**src/rtl/if_id_queue_pkg.sv**
```systemverilog
// Shared constants and types for the fetch/decode instruction queue.
// Word width and NOP encoding are common to the fetch and decode stages.
package if_id_queue_pkg;

  localparam int unsigned WordW        = 32;
  localparam int unsigned DefaultDepth = 4;
  localparam logic [WordW-1:0] NopInstr = 32'h0000_0000;

  typedef enum logic [2:0] {
    OpIdle,
    OpPush,
    OpPop,
    OpPushPop,
    OpFlush
  } q_op_e;

  // Flush dominates; the push/pop qualifiers are already gated by flush upstream.
  function automatic q_op_e decode_op(input logic flush, input logic push, input logic pop);
    q_op_e op;
    if (flush) begin
      op = OpFlush;
    end else begin
      unique case ({push, pop})
        2'b10:   op = OpPush;
        2'b01:   op = OpPop;
        2'b11:   op = OpPushPop;
        default: op = OpIdle;
      endcase
    end
    return op;
  endfunction

endpackage

```
**src/rtl/if_id_queue_mem.sv**
```systemverilog
// Entry storage for the instruction queue: synchronous write, asynchronous read.
// Synchronous active-low reset clears every entry.
module if_id_queue_mem #(
  parameter int unsigned DEPTH  = 4,
  parameter int unsigned PTR_W  = 2,
  parameter int unsigned DATA_W = 64
) (
  input  logic              clk_i,
  input  logic              rst_ni,
  input  logic              we_i,
  input  logic [PTR_W-1:0]  waddr_i,
  input  logic [DATA_W-1:0] wdata_i,
  input  logic [PTR_W-1:0]  raddr_i,
  output logic [DATA_W-1:0] rdata_o
);

  logic [DATA_W-1:0] mem_q [DEPTH];

  always_ff @(posedge clk_i) begin
    if (!rst_ni) begin
      for (int i = 0; i < int'(DEPTH); i++) begin
        mem_q[i] <= '0;
      end
    end else if (we_i) begin
      mem_q[waddr_i] <= wdata_i;
    end
  end

  assign rdata_o = mem_q[raddr_i];

endmodule

```
**src/rtl/if_id_queue.sv**
```systemverilog
// First-word fall-through queue between fetch and decode; full freezes fetch,
// a taken branch (flush) empties the queue and drops the same-cycle push.
module if_id_queue
  import if_id_queue_pkg::*;
#(
  parameter int unsigned DEPTH = DefaultDepth,
  parameter int unsigned PTR_W = 2,
  parameter int unsigned WIDTH = WordW
) (
  input  logic             clk,
  input  logic             rst,
  input  logic             flush,
  input  logic             push_valid,
  input  logic [WIDTH-1:0] push_pc,
  input  logic [WIDTH-1:0] push_instr,
  output logic             full,
  input  logic             pop_ready,
  output logic             out_valid,
  output logic [WIDTH-1:0] out_pc,
  output logic [WIDTH-1:0] out_instr,
  output logic [PTR_W:0]   count,
  output logic             overflow_err
);

  localparam int unsigned CntW = PTR_W + 1;

  logic [PTR_W-1:0]   wr_ptr_q, wr_ptr_d;
  logic [PTR_W-1:0]   rd_ptr_q, rd_ptr_d;
  logic [CntW-1:0]    count_q, count_d;
  logic               overflow_q, overflow_d;
  logic               push, pop;
  q_op_e              op;
  logic [2*WIDTH-1:0] head_data;

  // full depends only on the count register, never on pop_ready.
  assign full      = (count_q == CntW'(DEPTH));
  assign out_valid = (count_q != '0);

  assign push = push_valid & ~full & ~flush;
  assign pop  = out_valid & pop_ready & ~flush;
  assign op   = decode_op(flush, push, pop);

  always_comb begin
    wr_ptr_d   = wr_ptr_q;
    rd_ptr_d   = rd_ptr_q;
    count_d    = count_q;
    overflow_d = overflow_q | (push_valid & full & ~flush);
    unique case (op)
      OpFlush: begin
        wr_ptr_d = '0;
        rd_ptr_d = '0;
        count_d  = '0;
      end
      OpPush: begin
        wr_ptr_d = wr_ptr_q + PTR_W'(1);
        count_d  = count_q + CntW'(1);
      end
      OpPop: begin
        rd_ptr_d = rd_ptr_q + PTR_W'(1);
        count_d  = count_q - CntW'(1);
      end
      OpPushPop: begin
        wr_ptr_d = wr_ptr_q + PTR_W'(1);
        rd_ptr_d = rd_ptr_q + PTR_W'(1);
      end
      default: ;
    endcase
  end

  always_ff @(posedge clk) begin
    if (!rst) begin
      wr_ptr_q   <= '0;
      rd_ptr_q   <= '0;
      count_q    <= '0;
      overflow_q <= 1'b0;
    end else begin
      wr_ptr_q   <= wr_ptr_d;
      rd_ptr_q   <= rd_ptr_d;
      count_q    <= count_d;
      overflow_q <= overflow_d;
    end
  end

  if_id_queue_mem #(
    .DEPTH  (DEPTH),
    .PTR_W  (PTR_W),
    .DATA_W (2 * WIDTH)
  ) u_mem (
    .clk_i   (clk),
    .rst_ni  (rst),
    .we_i    (push),
    .waddr_i (wr_ptr_q),
    .wdata_i ({push_pc, push_instr}),
    .raddr_i (rd_ptr_q),
    .rdata_o (head_data)
  );

  // Empty queue presents a zero PC and a NOP bubble to decode.
  assign out_pc       = out_valid ? head_data[2*WIDTH-1:WIDTH] : '0;
  assign out_instr    = out_valid ? head_data[WIDTH-1:0] : WIDTH'(NopInstr);
  assign count        = count_q;
  assign overflow_err = overflow_q;

endmodule
```
**config.mk**
```make
export PLATFORM = sky130hd
export DESIGN_NAME = if_id_queue
export DESIGN_NICKNAME = d
export VERILOG_FILES = /design/src/rtl/if_id_queue_pkg.sv /design/src/rtl/if_id_queue_mem.sv /design/src/rtl/if_id_queue.sv
export SDC_FILE = /design/constraint.sdc
export NUM_CORES = 1
export LEC_CHECK = 0
export ABC_AREA = 1
export BUFFER_PORTS_ARGS = -buffer_cell sky130_fd_sc_hd__buf_4
export CORE_ASPECT_RATIO = 1.25
export CORE_UTILIZATION = 50
export DETAILED_ROUTE_END_ITERATION = 8
export PLACE_DENSITY = 0.7
export SKIP_LAST_GASP = 1
export SLEW_MARGIN = 0
export SYNTH_ARGS = -nofsm -noshare
export SYNTH_HDL_FRONTEND = slang
export SYNTH_SLANG_ARGS = --single-unit
```
**constraint.sdc**
```tcl
create_clock -name clk -period 10.51 [get_ports clk]
set_input_delay 3.153 -clock clk [delete_from_list [all_inputs] [get_ports clk]]
set_output_delay 3.153 -clock clk [all_outputs]
set_load 0.01 [all_outputs]
```
* After elaboration in Yosys (flattened, before gate mapping)
Memories as Yosys holds them, arrays and structs flattened. A register that Yosys moved wholly into a read port is not among the register bits. Index checks and enable logic that the tools add are counted.
Cells by class: $add $sub $neg 4, equal/unequal tests 8, mux-type cells 16, bitwise logic cells 9, reduce and logical (&&, ||, !) cells 7
Operators by type and width (count):
- 32-bit two-way mux | 2
- 64-bit two-way mux | 1
- 64-bit OR reduction | 1
- 3-bit case mux with 3 select lines | 1
- 2-bit case mux with 2 select lines | 2
- 1-bit AND | 6
- 3-bit by 2-bit equality test with 1-bit output (second input constant) | 2
- 3-bit equality test (second input constant) | 2
- 2-bit two-way mux | 3
- 2-bit case mux with 3 select lines | 1
- 3-bit nonzero test | 2
- 1-bit two-way mux | 5
- 2-bit by 1-bit adder with 2-bit output (second input constant) | 2
- 2-bit equality test (second input constant) | 2
- 2-bit nonzero test | 2
- 2-bit OR reduction | 2
- 3-bit by 1-bit adder with 3-bit output (second input constant) | 1
- 3-bit by 1-bit equality test with 1-bit output (second input constant) | 1
- 3-bit two-way mux | 1
- 3-bit by 1-bit subtractor with 3-bit output (second input constant) | 1
- 2-bit by 1-bit equality test with 1-bit output (second input constant) | 1
- 1-bit inverter | 2
- 1-bit OR | 1
Word-level totals: register bits 8, memory bits (writable) 256, input port bits 69, output and inout bits 70, logic and storage cells 49, memories kept 1
Memories:
- u_mem.mem_q | words 4, bits a word 64, rd ports 1, clocked after Yosys merged registers in 1, wr ports 4, RTL line if_id_queue_mem.sv:17 | logic [DATA_W-1:0] mem_q [DEPTH];

* Longest topological paths before layout
depth in word-level cells 12, depth in mapped cells 12, depth with buffers taken out 12

* By module
Synthesis repeated with hierarchy kept, for this count alone.
Unflattened totals: cells, all modules 1563, area total of the unflattened synthesis 13213.9 µm²
Modules (own cells, without submodules):
- if_id_queue_mem | instances 1, cells an instance 1369, area an instance 12248.0 µm², sequential area each 7687.4 µm²
- if_id_queue | instances 1, cells an instance 194, area an instance 965.9 µm², sequential area each 160.2 µm²

* Worst setup path after synthesis
Ideal clock, no wire load.
path kind in2reg, start point in flush, end point mem u_mem.mem_q[3][0] (enable), library setup time 0.581 ns, data arrival time 8.276 ns, required time 9.929 ns, slack 1.652 ns, stages on the path 5, path buffers 0, cells stage by stage inv_2 > nand2_2 > inv_1 > nand2_1 > o31ai_1
RTL lines:
- start, declared | RTL line if_id_queue.sv:12 | input logic flush,
- end, declared | RTL line if_id_queue_mem.sv:17

==> flow_summary_export.csv <==
group,metric,value,unit
setup_path,path_cells,"clkinv_2 > buf_4 > o21ai_0 > a21oi_1 > buf_4",
clock_tree,cts_tree,"yes",
sta,hold_viol,0,
detailed_routing,dr_total_vias,8680,
grt,track_usage,22.0,%
setup_path,cp_slowest_cell,"dfxtp_4",
setup_path,required,7360,ps
finish,n_antenna_cell,0,
setup_path,cp_max_fo,98,
sta,finalSetupViolCount,0,
setup_path,reg2reg_to,"u_mem.mem_q[2][55]",
detailed_routing,wl,27100,um
grt,grt_antenna_before_repair,0,
setup_path,critPathMaxStageDelay,790,ps
setup_path,start_kind,"register",
grt,use_met1,27.8,%
sta,min_period,6350,ps
yosys,synth.yosys.seq_area_share,63.8,%
sta,fin_tns_setup,0,ps
grt,grt_pass1_vias,8443,
placed_design,place.detailed.hpwl,14700,um
power,p_per_area,159,nW/um^2
sta,rsz0062_at_grt,"no",
yosys,synth_edf_count,256,
setup_path,rr_startpoint,"count[0]",
floorplanning,rows,64,
setup_path,reg2reg_depth,5,
yosys,ys_seq_elements,266,
clock_tree,cts_resized,0,
floorplanning,core,24400,sq um
clock_tree,post_cts_buffers,0,
setup_path,end_kind,"output port",
sta,skew,10.1,ps
sta,worstMarginPinSlew,1090,ps
detailed_routing,drt-initial-drc-count,531,
placed_design,dp.cells,1642,
job,timing.max_cap.violations,0,
floorplanning,dieArea,25400,sq um
yosys,postSynthAreaPerCell,10.0,sq um
sta,slew_violations,0,
floorplanning,die_y,178,um
grt,gr-max-usage-layer,"met2",
yosys,netlist_area,12400,sq um
setup_path,worstSetupPathType,"reg2out",
yosys,syn_nets,1305,
floorplanning,start_util,50.6,%
grt,grtUsageMet3,2.56,%
grt,gr-total-overflow,0,
yosys,postSynthCellCount,1235,
clock_tree,htreeDepth,1,
placed_design,routabilityCongestion,0.759,
floorplanning,die_w,143,um
setup_path,cp.arrival,3200,ps
finish,final_cell_mix,"456 x nor2_1, 256 x edfxtp_1, 151 x buf_4",
clock_tree,cts_buffers,24,
yosys,synth_flop_cell,"edfxtp_1",
setup_path,r2r_setup_slack,7680,ps
finish,fin_cells,1686,
sta,max_freq,157,MHz
detailed_routing,firstDrtPassIters,5,
floorplanning,ios,139,
finish,drive_above_1_share,23.9,%
finish,mostFrequentLayoutCell,"nor2_1",
setup_path,endpoint,"out_pc[24]",
placed_design,io_buffers,138,
clock_tree,clock_latency,520,ps
finish,nets,1408,
detailed_routing,route.antenna.remaining_nets,0,
grt,grt_max_degree,99,
power,leakage,5.60,nW
yosys,async_flop_share,0,%
clock_tree,clock_path_buffers,3,
yosys,ys_types,25,
detailed_routing,drt-vias-per-instance,5.15,
grt,gr-usage-met2,38.6,%
detailed_routing,post_drt_wl_per_cell,16.1,um
power,vdd_ir_drop_max,0.102,mV
setup_path,cpMostUsedCell,"buf_4",
min_path,hp-class,"reg2reg",
finish,area_growth,16.6,%
clock_tree,cts.sinks,266,
clock_tree,cts_hold_buffers,0,
sta,period_share,60.4,%
grt,grt_pass1_wl,43000,um
clock_tree,clk_pin_slew,70,ps
yosys,yosys_warnings,0,
clock_tree,root_buffer,"clkbuf_16",
sta,timing.slew.headroom,27.7,%
detailed_routing,drc,0,
status,status,"finished, final reports clean",
## cells by family after synthesis
group           after synthesis  share of synthesized area (%)
xor+xnor                      1                         0.0708
fa+ha+maj                     1                          0.162
flops                       266                           63.8
simple gates                544                           20.4
compound gates              206                           8.48
buf+inv                     217                           7.09
## area by class of cell
| class | count | area, sq um |
|---|---|---|
| Tap cell | 330 | 413 |
| Sequential cell | 266 | 7890 |
| Multi-Input combinational cell | 752 | 3660 |
| Inverter | 143 | 538 |
| Timing Repair Buffer | 151 | 1130 |
| Clock inverter | 7 | 30.0 |
| Fill cell | 2022 | 10000 |
| Clock buffer | 37 | 752 |
## worst max-delay path: cells and delay by family (launching register included)
family | cells | cell delay (ps)
flops | 1 | 790
compound gates | 2 | 550
buf+inv | 3 | 1280
## metrics by stage
step                worst slack (ps)  util, %  cell area [sq um]  total power [mW]  hold WS, ps
floorplan                       1650        -              12400              1.39          452
global placement                4710     55.9              13600              1.47          466
detailed placement              4710     55.9              13600              1.47          482
CTS                             4150     59.1              14400              2.31          492
global route                    3800     59.1              14400              2.38          516
finish                          4160     59.1              14400              2.30          492
## how the worst min path moves through the flow
stage / startpoint / to / slack, ps / depth (start not counted)
finish: wr_ptr_q[1] / wr_ptr_q[1] / 490 / 2
global route: wr_ptr_q[1] / wr_ptr_q[1] / 520 / 2
CTS: wr_ptr_q[1] / wr_ptr_q[1] / 490 / 2
detailed placement: wr_ptr_q[1] / wr_ptr_q[1] / 480 / 2
global placement: wr_ptr_q[1] / wr_ptr_q[1] / 470 / 2
floorplan: wr_ptr_q[1] / wr_ptr_q[1] / 450 / 2
## layer usage
metal / part of all wire, % / routed length (um) / vias up
met4: 2.3 / 622 / 0
met1: 41 / 11100 / 4123
met3: 5.8 / 1580 / 46
met5: 0 / 0 / -
li1: - / - / 4216
met2: 51 / 13800 / 295
## sequential cells by signal, summed over array words and instances, names as in the netlist, named ones only
signal and flops:
count 3, overflow_err 1, rd_ptr_q 2, u_mem.mem_q 256, wr_ptr_q 2
## cell usage after synthesis (4+ instances only)
library cell	number	share of area [%]
nor2_1	456	14
nand2_1	18	0.55
inv_1	79	2.4
buf_2	14	0.57
buf_6	6	0.55
a21oi_1	70	2.8
buf_1	8	0.24
nor2_4	60	5.5
nand4_1	4	0.20
dfxtp_1	10	1.6
o21ai_0	130	5.3
clkbuf_1	46	1.4
inv_2	64	1.9
edfxtp_1	256	62
## power breakdown
part / switching, mW / internal (mW) / total [mW] / leakage (nW)
clock network: 0.359 / 0.491 / 0.851 / 0.387
registers: 0.0161 / 1.22 / 1.23 / 2.73
logic: 0.146 / 0.0695 / 0.215 / 2.48
total: 0.521 / 1.78 / 2.30 / 5.60
No activity file was read; power rests on OpenSTA's default activity.
